==> src/rtl/ffstdp_pkg.sv <==
// Shared definitions for the FF-STDP synaptic update sweep.
// FFSTDP_UPD_LAT is the SRAM read cycle plus the datapath register stage.
package ffstdp_pkg;

    typedef enum logic [1:0] {
        ST_IDLE  = 2'd0,
        ST_SWEEP = 2'd1,
        ST_DRAIN = 2'd2,
        ST_DONE  = 2'd3
    } ffstdp_state_t;

    localparam int FFSTDP_UPD_LAT = 2;

endpackage

==> src/rtl/ffstdp_issue_pipe.sv <==
// {valid, addr} delay line tracking issued reads until their write-back slot.
// Address stages load only on a valid entry, so the output address holds through gaps.
module ffstdp_issue_pipe #(
    parameter int ADDR_WIDTH = 16,
    parameter int DEPTH      = ffstdp_pkg::FFSTDP_UPD_LAT
) (
    input  logic                  CLK,
    input  logic                  RST,
    input  logic                  IN_VALID,
    input  logic [ADDR_WIDTH-1:0] IN_ADDR,
    output logic                  OUT_VALID,
    output logic [ADDR_WIDTH-1:0] OUT_ADDR,
    output logic                  PEND
);

    logic [DEPTH-1:0]      valid_q;
    logic [ADDR_WIDTH-1:0] addr_q [DEPTH];

    always_ff @(posedge CLK or posedge RST) begin
        if (RST) begin
            valid_q <= '0;
            for (int i = 0; i < DEPTH; i++) begin
                addr_q[i] <= '0;
            end
        end else begin
            valid_q[0] <= IN_VALID;
            if (IN_VALID) begin
                addr_q[0] <= IN_ADDR;
            end
            for (int i = 1; i < DEPTH; i++) begin
                valid_q[i] <= valid_q[i-1];
                if (valid_q[i-1]) begin
                    addr_q[i] <= addr_q[i-1];
                end
            end
        end
    end

    // PEND: something is still upstream of the final stage.
    always_comb begin
        PEND = 1'b0;
        for (int i = 0; i < DEPTH - 1; i++) begin
            PEND = PEND | valid_q[i];
        end
    end

    assign OUT_VALID = valid_q[DEPTH-1];
    assign OUT_ADDR  = addr_q[DEPTH-1];

endmodule

==> src/rtl/ffstdp_sweep_ctrl.sv <==
// Walks every {pre, post} synapse address, one read per cycle, and aligns
// write-back, count selects and update enable with the datapath register stage.
//
//   state    | meaning
//   ST_IDLE  | waiting for START; latches polarity/mode on accept
//   ST_SWEEP | issuing one read per unpaused cycle
//   ST_DRAIN | no reads; waiting for in-flight updates to write back
//   ST_DONE  | one-cycle DONE pulse, then back to idle
module ffstdp_sweep_ctrl
    import ffstdp_pkg::*;
#(
    parameter int PRE_NUM    = 256,
    parameter int POST_NUM   = 256,
    parameter int ADDR_WIDTH = $clog2(PRE_NUM * POST_NUM)
) (
    input  logic                        CLK,
    input  logic                        RST,
    input  logic                        START,
    input  logic                        IS_POS_IN,
    input  logic                        IS_TRAIN_IN,
    input  logic                        PAUSE,
    output logic                        BUSY,
    output logic                        DONE,
    output logic                        SRAM_RE,
    output logic [ADDR_WIDTH-1:0]       SRAM_RADDR,
    output logic                        SRAM_WE,
    output logic [ADDR_WIDTH-1:0]       SRAM_WADDR,
    output logic [$clog2(PRE_NUM)-1:0]  PRE_IDX,
    output logic [$clog2(POST_NUM)-1:0] POST_IDX,
    output logic                        UPD_EN,
    output logic                        IS_POS,
    output logic                        IS_TRAIN
);

    localparam int PRE_W  = $clog2(PRE_NUM);
    localparam int POST_W = $clog2(POST_NUM);

    ffstdp_state_t         state, state_nxt;
    logic [ADDR_WIDTH-1:0] cnt;
    logic                  accept;
    logic                  issue;
    logic                  pipe_vld;
    logic                  pipe_pend;
    logic [ADDR_WIDTH-1:0] pipe_addr;
    logic                  is_pos_q;
    logic                  is_train_q;

    always_ff @(posedge CLK or posedge RST) begin
        if (RST) begin
            state <= ST_IDLE;
        end else begin
            state <= state_nxt;
        end
    end

    always_comb begin
        state_nxt = state;
        accept    = 1'b0;
        issue     = 1'b0;
        BUSY      = 1'b0;
        DONE      = 1'b0;
        case (state)
            ST_IDLE: begin
                if (START) begin
                    accept    = 1'b1;
                    state_nxt = ST_SWEEP;
                end
            end
            ST_SWEEP: begin
                BUSY  = 1'b1;
                issue = ~PAUSE;
                if (issue && (cnt == {ADDR_WIDTH{1'b1}})) begin
                    state_nxt = ST_DRAIN;
                end
            end
            ST_DRAIN: begin
                BUSY = 1'b1;
                // Last stage is writing this cycle; nothing behind it means empty next cycle.
                if (!pipe_pend) begin
                    state_nxt = ST_DONE;
                end
            end
            ST_DONE: begin
                DONE      = 1'b1;
                state_nxt = ST_IDLE;
            end
            default: state_nxt = ST_IDLE;
        endcase
    end

    always_ff @(posedge CLK or posedge RST) begin
        if (RST) begin
            cnt        <= '0;
            is_pos_q   <= 1'b0;
            is_train_q <= 1'b0;
        end else begin
            if (accept) begin
                cnt        <= '0;
                is_pos_q   <= IS_POS_IN;
                is_train_q <= IS_TRAIN_IN;
            end else if (issue) begin
                cnt <= cnt + ADDR_WIDTH'(1);
            end
        end
    end

    ffstdp_issue_pipe #(
        .ADDR_WIDTH (ADDR_WIDTH),
        .DEPTH      (FFSTDP_UPD_LAT)
    ) u_issue_pipe (
        .CLK       (CLK),
        .RST       (RST),
        .IN_VALID  (issue),
        .IN_ADDR   (cnt),
        .OUT_VALID (pipe_vld),
        .OUT_ADDR  (pipe_addr),
        .PEND      (pipe_pend)
    );

    assign SRAM_RE    = issue;
    assign SRAM_RADDR = cnt;
    assign SRAM_WE    = pipe_vld;
    assign UPD_EN     = pipe_vld;
    assign SRAM_WADDR = pipe_addr;
    assign PRE_IDX    = pipe_addr[POST_W +: PRE_W];
    assign POST_IDX   = pipe_addr[POST_W-1:0];
    assign IS_POS     = is_pos_q;
    assign IS_TRAIN   = is_train_q;

endmodule

==> config.mk <==
export PLATFORM = sky130hd
export DESIGN_NAME = ffstdp_sweep_ctrl
export DESIGN_NICKNAME = d
export VERILOG_FILES = /design/src/rtl/ffstdp_pkg.sv /design/src/rtl/ffstdp_issue_pipe.sv /design/src/rtl/ffstdp_sweep_ctrl.sv
export SDC_FILE = /design/constraint.sdc
export NUM_CORES = 1
export LEC_CHECK = 0
export BUFFER_PORTS_ARGS = -buffer_cell sky130_fd_sc_hd__clkbuf_2
export CAP_MARGIN = 0
export CORE_MARGIN = 4
export CORE_UTILIZATION = 30
export CTS_BUF_LIST = sky130_fd_sc_hd__clkbuf_8
export CTS_CLUSTER_DIAMETER = 50
export CTS_CLUSTER_SIZE = 10
export DETAILED_ROUTE_END_ITERATION = 7
export SLEW_MARGIN = 10
export SYNTH_ARGS = -nofsm -noshare
export SYNTH_HDL_FRONTEND = slang
export SYNTH_SLANG_ARGS = --single-unit
==> constraint.sdc <==
create_clock -name CLK -period 1.6 [get_ports CLK]
set_input_delay 0.16 -clock CLK [delete_from_list [all_inputs] [get_ports CLK]]
set_output_delay 0.16 -clock CLK [all_outputs]
set_load 0.01 [all_outputs]
---- Word-level counts from Yosys, hierarchy flattened ----
Cells that the tools add are included.
operators by class
  reduce and logical (&&, ||, !) cells .... 5
  magnitude comparators ................... 0
  multiplexer cells ....................... 11
  divide/modulo/power cells ............... 0
  $mul .................................... 0
  $add $sub $neg .......................... 1
  shifts and indexed selects .............. 0
  bitwise gates (word level) .............. 1
  equal/unequal tests ..................... 7
operators with widths
  kind                                                                    number
  16-bit two-way mux                                                      2
  16-bit by 1-bit adder with 16-bit output (second input constant)        1
  16-bit equality test (second input constant)                            1
  2-bit case mux with 4 select lines                                      1
  2-bit two-way mux                                                       3
  2-bit inequality test (second input constant)                           3
  1-bit two-way mux                                                       5
  2-bit equality test (second input constant)                             2
  3-bit AND reduction                                                     1
  2-bit by 1-bit equality test with 1-bit output (second input constant)  1
  2-bit logical NOT                                                       1
  2-bit nonzero test                                                      1
  2-bit OR reduction                                                      1
  1-bit logical AND                                                       1
  1-bit NOT                                                               1
word-level totals
  logic and storage cells ................. 32
  bits in writable memories ............... 0
  input bits .............................. 6
  latch bits .............................. 0
  output and inout bits ................... 55
  ROM bits ................................ 0
  register bits after elaboration ......... 54
  memories kept ........................... 0

---- Longest topological paths before layout ----
Gate-level depths: netlist of run 1.
  depth after elaboration ................. 4
  depth in mapped cells ................... 7
  gate-level depth less buffers ........... 6

---- Modules after synthesis ----
Synthesis of run 1 repeated with hierarchy kept, for this count alone.
unflattened totals
  cell total of the unflattened synthesis .. 205
  area total of the unflattened synthesis .. 2681.3 sq um
by module, submodules not included
  module             cells each  times used  area an instance (sq um)  sequential area each (sq um)
  ffstdp_issue_pipe  87          1           1472.7                    850.8
  ffstdp_sweep_ctrl  118         1           1208.7                    500.5

---- Worst setup path before layout of run 1 ----
OpenSTA, ideal clock, no wires.
  path type ............................... register to register
  start point ............................. register state[1]
  end point ............................... register cnt[11] (netlist: SRAM_RADDR[11])
  data required time ...................... 1.522 ns
  data arrival time ....................... 1.664 ns
  path buffers ............................ 0
  library setup time ...................... 0.078 ns
  slack ................................... -0.142 ns
  cell stages (with the launch flop) ...... 7
  clock period less this slack ............ 1.742 ns
  path through ............................ dfrtp_1 > inv_1 > ha_1 > and4b_1 > nand2_1 > or4_1 > a21oi_1
on the way
  word-level cells in the longest chain between the ends .. 3
  elaborated cells on any way between the ends .. 6
  classes of those cells .................. eq/ne (1); mux (3); reduce/logical (2)
RTL lines
  item                                                                                        RTL line                  RTL
  start, declared                                                                             ffstdp_sweep_ctrl.sv:38   ffstdp_state_t state, state_nxt;
  start signal, assigned                                                                      ffstdp_sweep_ctrl.sv:52   state <= state_nxt;
  2-bit by 1-bit equality test with 1-bit output / 2-bit logical NOT (equally long branches)  ffstdp_sweep_ctrl.sv:62   case (state)
  1-bit two-way mux                                                                           ffstdp_sweep_ctrl.sv:62
  2-bit nonzero test (no line) / 16-bit two-way mux (equally long branches)                   n/a
  end signal, assigned                                                                        ffstdp_sweep_ctrl.sv:102  cnt <= cnt + ADDR_WIDTH'(1);
  end, declared                                                                               ffstdp_sweep_ctrl.sv:39   logic [ADDR_WIDTH-1:0] cnt;
Several ways; a longest one is shown, not always the timed one.
A chain may end at the register's enable or synchronous reset.

---- Worst setup path in the final report of run 1 ----
  start point ............................. register state[1]
  end point ............................... register cnt[10] (netlist: SRAM_RADDR[10])
The elaborated chain is that of the path after synthesis.

==> results of run 1 <==
-- cell families after synthesis --
| family | Yosys count |
|---|---|
| xor+xnor | 8 |
| simple gates | 54 |
| compound gates | 21 |
| flops | 54 |
| mux | 35 |
| fa+ha+maj | 5 |
| buf+inv | 45 |
-- registers in the layout, indices dropped and copies added, names as in the netlist --
name and count:
SRAM_RADDR 16, IS_POS 1, u_issue_pipe.valid_q 2, u_issue_pipe.OUT_ADDR 16, IS_TRAIN 1, u_issue_pipe.addr_q 16, state 2
-- metal layers --
| layer | vias to the layer above | routed length [µm] |
|---|---|---|
| li1 | 851 | - |
| met1 | 864 | 2460 |
| met2 | 44 | 2670 |
| met3 | 7 | 275 |
| met4 | 0 | 86 |
| met5 | - | 0 |
-- cell usage after synthesis --
master | count | area share
a31oi_1 | 3 | 0.0072
nor2_1 | 10 | 0.014
mux2_2 | 32 | 0.14
nor2b_1 | 1 | 0.0024
o21ai_0 | 4 | 0.0077
xnor2_1 | 2 | 0.0067
nand2_2 | 1 | 0.0024
or4_1 | 2 | 0.0058
o31ai_1 | 2 | 0.0058
a41o_1 | 1 | 0.0039
and2b_1 | 2 | 0.0058
a21oi_1 | 6 | 0.012
or2_2 | 1 | 0.0024
nand4_1 | 3 | 0.0072
nand2_1 | 15 | 0.022
o211ai_1 | 2 | 0.0058
ha_1 | 5 | 0.024
and3_1 | 2 | 0.0048
and4_1 | 2 | 0.0067
mux2i_1 | 3 | 0.012
and4b_1 | 3 | 0.012
a22oi_1 | 1 | 0.0029
and2_1 | 3 | 0.0072
clkbuf_1 | 3 | 0.0043
inv_1 | 5 | 0.0072
a41oi_1 | 2 | 0.0067
or3_1 | 3 | 0.0072
nand3_1 | 5 | 0.0096
buf_2 | 3 | 0.0058
buf_4 | 34 | 0.098
xor2_1 | 6 | 0.020
and2_2 | 1 | 0.0029
dfrtp_1 | 54 | 0.52
-- metrics by stage --
step                      worst slack, ns  instance area, µm²   util
after global placement             0.0221                2990  0.358
after detailed placement          -0.0201                2990  0.358
after floorplan                   -0.0412                2620      -
final                             -0.0204                3180  0.381
after CTS                         0.00683                3120  0.374
after global routing               -0.127                3180  0.381
-- worst max path at each step --
| stage | from | to | slack (ns) | cells after the start |
|---|---|---|---|---|
| after floorplan | state[1]$_DFFE_PP0P_ | SRAM_RADDR[11]$_DFFE_PP0P_ | -0.04 | 6 |
| after global placement | state[1]$_DFFE_PP0P_ | SRAM_RADDR[11]$_DFFE_PP0P_ | 0.02 | 6 |
| after detailed placement | state[1]$_DFFE_PP0P_ | SRAM_RADDR[11]$_DFFE_PP0P_ | -0.02 | 6 |
| after CTS | state[1]$_DFFE_PP0P_ | SRAM_RE | 0.007 | 5 |
| after global routing | SRAM_RADDR[1]$_DFFE_PP0P_ | SRAM_RADDR[10]$_DFFE_PP0P_ | -0.13 | 5 |
| final | state[1]$_DFFE_PP0P_ | SRAM_RADDR[10]$_DFFE_PP0P_ | -0.02 | 6 |
-- layout make-up --
cell class	count	area, µm²
timing repair buffer	92	572
tap	105	131
multi-input combinational	123	1010
fill	842	5160
clock buffer	6	82.6
clock inverter	2	12.5
inverter	5	18.8
sequential	54	1350
-- power by group through the flow --
stage               logic (mW)  clock network, mW  registers [mW]
detailed placement        1.32                  0            1.68
CTS                       1.37              0.824            1.66
floorplan                0.813                  0            1.73
finish                    1.41              0.777            1.66
global route              1.56              0.875            1.69
global placement          1.30                  0            1.67
-- critical path, delay by kind of cell (launching register included) --
| family | cells | cell delay, ns |
|---|---|---|
| compound gates | 1 | 0.15 |
| buf+inv | 1 | 0.08 |
| flops | 1 | 0.39 |
| fa+ha+maj | 1 | 0.13 |
| simple gates | 3 | 0.80 |
-- what timing repair did --
action                                  CTS  global route
pin swaps                                 5             2
buffers inserted                          3             2
endpoints found under the setup margin    3            10
gates resized for setup                   0            13
hold buffers                              1             0
hold endpoints to repair                 19             0
==> results.sh, run 1 <==
export IMPL_status="finished with violations"
export IMPL_violations="setup timing"
export IMPL_r2r_slack_ns=-0.02
export IMPL_cp_required_ns=1.83
export IMPL_drt_pass1_iter_count=4
export IMPL_place_hpwl_um=4020
export IMPL_place_inst=373
export IMPL_setup_viol=1
export IMPL_clk_path_buf_depth=2
export IMPL_num_io_pins=61
export IMPL_final_setup_tns_ns=-0.0204
export IMPL_hold_slack_ns=0.0484
export IMPL_skew_ns=0.00795
export IMPL_synth_cells=222
export IMPL_grt_pass1_vias=1796
export IMPL_swShare=0.326
export IMPL_grt_max_degree=36
export IMPL_irDropWorstVdd_mv=0.445
export IMPL_n_antenna_cell=0
export IMPL_area_delta_synth_final_pct=22.3
export IMPL_fin_ws_ns=-0.0204
export IMPL_via_per_inst=4.56
export IMPL_initial_core_util=0.312
export IMPL_routedWlPerCell_um=14.2
export IMPL_final_common_cell="clkbuf_2"
export IMPL_p_per_area_nw_per_um2=1210
export IMPL_worst_r2r_path_depth=6
export IMPL_r2r_start="state[1]$_DFFE_PP0P_"
export IMPL_path_clk_slew_ns=0.09
export IMPL_fp_row_count=33
export IMPL_ys_ff_latch=54
export IMPL_worst_setup_path_start_kind="flip-flop"
export IMPL_clock_latency_ns=0.30
export IMPL_synth_adder_area_share=0.0241
export IMPL_slew_limit_headroom=0.698
export IMPL_hold_viol=0
export IMPL_fmax_ghz=0.617
export IMPL_drt_iter0_markers=77
export IMPL_fin_cells=387
export IMPL_drc=0
export IMPL_power_frac_clock=0.202
export IMPL_drive_gt1_frac=0.535
export IMPL_ant_nets=0
export IMPL_yosys_warnings=0
export IMPL_leakage_nw=1.66
export IMPL_dieWidth_um=101
export IMPL_final_cell_mix="clkbuf_2, dfrtp_1, mux2_2"
export IMPL_grt_util_met3=0.0256
export IMPL_tightest_slew_ns=0.452
export IMPL_combPwrFrac=0.366
export IMPL_reg2reg_to="SRAM_RADDR[10]$_DFFE_PP0P_"
export IMPL_syn_area_um2=2600
export IMPL_max_stage_delay_ns=0.39
export IMPL_busiest_layer="met2"
export IMPL_total_power_mw=3.84
export IMPL_fin_crit_sh=1.01
export IMPL_syn_area_per_cell_um2=11.7
export IMPL_syn_num_nets=233
export IMPL_grt_pass1_wl_um=9030
export IMPL_nNetsFinal=292
export IMPL_synth_top_family_by_area="multiplexers"
export IMPL_slew_viol_final=0
export IMPL_maxCapViolCount=0
export IMPL_die_h_um=101
export IMPL_min_period_ns=1.62
export IMPL_muxShareOfSynthArea=0.150
export IMPL_antenna_found_initial=0
export IMPL_grt_met1_usage=0.144
export IMPL_crit_type="flip-flop to flip-flop"
export IMPL_p_int_mw=2.59
export IMPL_io_buffers=60
export IMPL_whs_endpoint="IS_POS$_DFFE_PP0P_"
export IMPL_place_congestion=0.797
export IMPL_hold_path_class="input port to flip-flop"
export IMPL_arrival_ns=1.85
export IMPL_rsz0062_at_grt="yes"
export IMPL_overflow=0
export IMPL_cts_tree="built"
export IMPL_cts_sinks=54
export IMPL_yosys_area_share_simple=0.112
export IMPL_grtUsageTotal=0.113
export IMPL_hold_depth=3
export IMPL_crit_path_top_delay_cell="dfrtp_1"
export IMPL_vias=1766
export IMPL_cp_cell_sequence="inv_2 -> ha_4 -> and4b_1 -> nand4_1 -> or3_1 -> a21oi_2"
export IMPL_holdCritStartpoint="IS_POS_IN"
export IMPL_synth_distinct_cells=33
export IMPL_cp_end_kind="flip-flop"
export IMPL_switchingPower_mw=1.25
export IMPL_synth_xor_area_frac=0.0269
export IMPL_cts_max_level=2
export IMPL_synth_compound_area_share=0.0515
export IMPL_cp_max_fo=6
export IMPL_yosysSeqAreaShare=0.520
export IMPL_cts_root_buffer="clkbuf_8"
export IMPL_dieArea_um2=10200
export IMPL_core_area_um2=8340
export IMPL_p_seq_frac=0.431
export IMPL_gr_usage_met2=0.186
export IMPL_routed_wl_um=5490
export IMPL_numCtsBuffers=5
No activity file was read; power rests on OpenSTA's default activity.
==> inputs of run 2 (changes only) <==
Settings changed: HOLD_SLACK_MARGIN set to 0.15, SYNTH_HIERARCHICAL set to 1.
==> run 2 against run 1 <==
  * The flow now finishes without violations
  * Core utilization is 1.3 points lower
  * Area after synthesis is 3.1% higher
  * Sequential share of layout area is 0.31 points lower
  * Via count is 7.8% lower
  * Sequential power is 8% higher
  * Clock skew is 0.0015 ns higher
  * Critical path type unchanged
  * Largest cell class unchanged
==> results.sh, run 2 <==
export IMPL_status="finished clean"
export IMPL_netlist_top_cells_area="dfrtp_1, mux2_4, buf_4"
export IMPL_total_power_mw=3.90
export IMPL_num_io_pins=61
export IMPL_yosysSeqAreaShare=0.504
export IMPL_min_period_ns=1.53
export IMPL_n_antenna_cell=0
export IMPL_r2r_slack_ns=0.07
export IMPL_nNetsFinal=274
export IMPL_yosys_warnings=6
export IMPL_numCtsBuffers=5
export IMPL_antenna_found_initial=0
export IMPL_via_per_inst=4.38
export IMPL_dieWidth_um=103
export IMPL_routed_wl_um=5270
export IMPL_ys_ff_latch=54
export IMPL_initial_core_util=0.307
export IMPL_r2r_start="state[1]$_DFFE_PP0P_"
export IMPL_postLayoutCellArea_um2=3210
export IMPL_place_area_um2=3010
export IMPL_clk_path_buf_depth=2
export IMPL_yosys_area_share_simple=0.0980
export IMPL_cp_max_fo=5
export IMPL_final_setup_tns_ns=0
export IMPL_vias=1628
export IMPL_fin_util=0.369
export IMPL_setup_viol=0
export IMPL_synth_common_cells="dfrtp_1, buf_4, mux2_4"
export IMPL_fmax_ghz=0.652
export IMPL_async_flop_share=1.00
export IMPL_worst_r2r_path_depth=6
export IMPL_crit_type="flip-flop to flip-flop"
export IMPL_dp_slack_ns=-0.0218
export IMPL_drt_iter0_markers=71
export IMPL_slew_limit_headroom=0.704
export IMPL_synth_top_family_by_area="multiplexers"
export IMPL_ant_nets=0
export IMPL_irDropWorstVdd_mv=0.462
export IMPL_grt_pass1_vias=1616
export IMPL_final_cell_mix="clkbuf_2, dfrtp_1, buf_4"
export IMPL_whs_endpoint="u_issue_pipe/valid_q[0]$_DFF_PP0_"
export IMPL_leakage_nw=1.70
export IMPL_n_fill_cell=842
export IMPL_fin_ws_ns=0.0670
export IMPL_area_delta_synth_final_pct=19.9
export IMPL_fin_crit_sh=0.958
export IMPL_hold_path_class="input port to flip-flop"
export IMPL_path_clk_slew_ns=0.10
export IMPL_syn_area_per_cell_um2=13.1
export IMPL_reg2reg_to="SRAM_RADDR[13]$_DFFE_PP0P_"
export IMPL_drive_gt1_frac=0.549
export IMPL_slew_viol_final=0
export IMPL_hold_slack_ns=0.264
export IMPL_cts_root_buffer="clkbuf_8"
export IMPL_routedWlPerCell_um=14.2
export IMPL_final_common_cell="clkbuf_2"
export IMPL_io_buffers=60
export IMPL_cts_tree="built"
export IMPL_cts_sinks=54
export IMPL_overflow=0
export IMPL_grt_pass1_wl_um=8650
export IMPL_grt_max_degree=35
export IMPL_core_area_um2=8720
export IMPL_skew_ns=0.00942
export IMPL_die_h_um=103
export IMPL_arrival_ns=1.77
export IMPL_synth_compound_area_share=0.0294
export IMPL_worst_setup_path_start_kind="flip-flop"
export IMPL_clock_latency_ns=0.31
export IMPL_place_hpwl_um=3870
export IMPL_maxCapViolCount=0
export IMPL_synth_top_area_cell="dfrtp_1"
export IMPL_cp_required_ns=1.83
export IMPL_critPathLaunch="state[1]$_DFFE_PP0P_"
export IMPL_synth_top_cell_area_share=0.504
export IMPL_synth_distinct_cells=30
export IMPL_yosysMostFrequentCell="dfrtp_1"
export IMPL_cts_max_level=2
export IMPL_synth_xor_area_frac=0.0425
export IMPL_tightest_slew_ns=0.445
export IMPL_holdCritStartpoint="PAUSE"
export IMPL_syn_area_um2=2680
export IMPL_muxShareOfSynthArea=0.175
export IMPL_synth_ff_type="dfrtp_1"
export IMPL_grtUsageTotal=0.107
export IMPL_place_inst=356
export IMPL_synth_adder_area_share=0.0233
export IMPL_place_congestion=0.781
export IMPL_drc=0
export IMPL_synth_cells=205
export IMPL_fp_row_count=34
export IMPL_syn_num_nets=216
export IMPL_drt_pass1_iter_count=7
export IMPL_hold_depth=3
export IMPL_dieArea_um2=10500
export IMPL_cp_end_kind="flip-flop"
export IMPL_fin_cells=372
export IMPL_p_per_area_nw_per_um2=1210
export IMPL_synth_edff_count=0
export IMPL_hold_viol=0
## run 2: cell types whose count changed in the layout (fill, tap and decap cells not counted), moves of 5 or more
cell / delta
mux2_2: -18
mux2_4: +20
nor2_1: +5
nand2_1: -10
## run 2: worst max path at each step
stage	end	slack [ns]	cells past startpoint
floorplan	u_issue_pipe/addr_q[16]$_DFFE_PP0P_	0.001	6
global placement	SRAM_RADDR[13]$_DFFE_PP0P_	0.07	6
detailed placement	SRAM_RADDR[15]$_DFFE_PP0P_	-0.02	5
CTS	SRAM_RE	0.002	5
global route	state[1]$_DFFE_PP0P_	-0.006	4
finish	SRAM_RADDR[13]$_DFFE_PP0P_	0.07	6
## run 2: area by class of cell
class / instances / area (µm²) / area share
inverters: 5 / 18.8 / 0.00584
clock buffers: 5 / 68.8 / 0.0214
repair buffers: 91 / 569 / 0.177
clock inverters: 3 / 47.5 / 0.0148
well taps: 108 / 135 / 0.0420
flip-flops and latches: 54 / 1360 / 0.422
multi-input cells: 106 / 1020 / 0.316
## run 2: kinds of logic (layout without fill, tap and decap cells)
kind of cell | Yosys count | in the layout
flops | 54 | 54
buf+inv | 45 | 104
simple gates | 43 | 43
mux | 35 | 35
xor+xnor | 13 | 13
compound gates | 10 | 10
fa+ha+maj | 5 | 5
## run 2: power breakdown
group / total (mW) / switching (mW) / internal (mW)
Sequential: 1.80 / 0.185 / 1.61
Combinational: 1.16 / 0.541 / 0.617
Clock: 0.941 / 0.466 / 0.475
Total: 3.90 / 1.19 / 2.71
## run 2: metal layers
layer / global-route usage / wire, µm / vias to the layer above
met3: 0.0318 / 322 / 5
met4: 0.0212 / 49 / 0
met1: 0.143 / 2360 / 799
li1: - / - / 781
met5: 0 / 0 / -
met2: 0.174 / 2530 / 43
## run 2: worst max-delay path, cell delays in order (launching register included)
cell and delay [ns]:
dfrtp_1 0.40, inv_2 0.08, ha_4 0.14, and4b_2 0.25, nand4_4 0.11, or3_1 0.33, a21oi_1 0.15
## run 2: timing repair
| item | CTS | global route |
|---|---|---|
| pin swaps | 0 | 3 |
| setup endpoints to repair | 3 | 5 |
| buffers inserted | 1 | 4 |
| gates resized for setup | 3 | 7 |
| hold endpoints to repair | 56 | 0 |
| hold buffers | 3 | 0 |
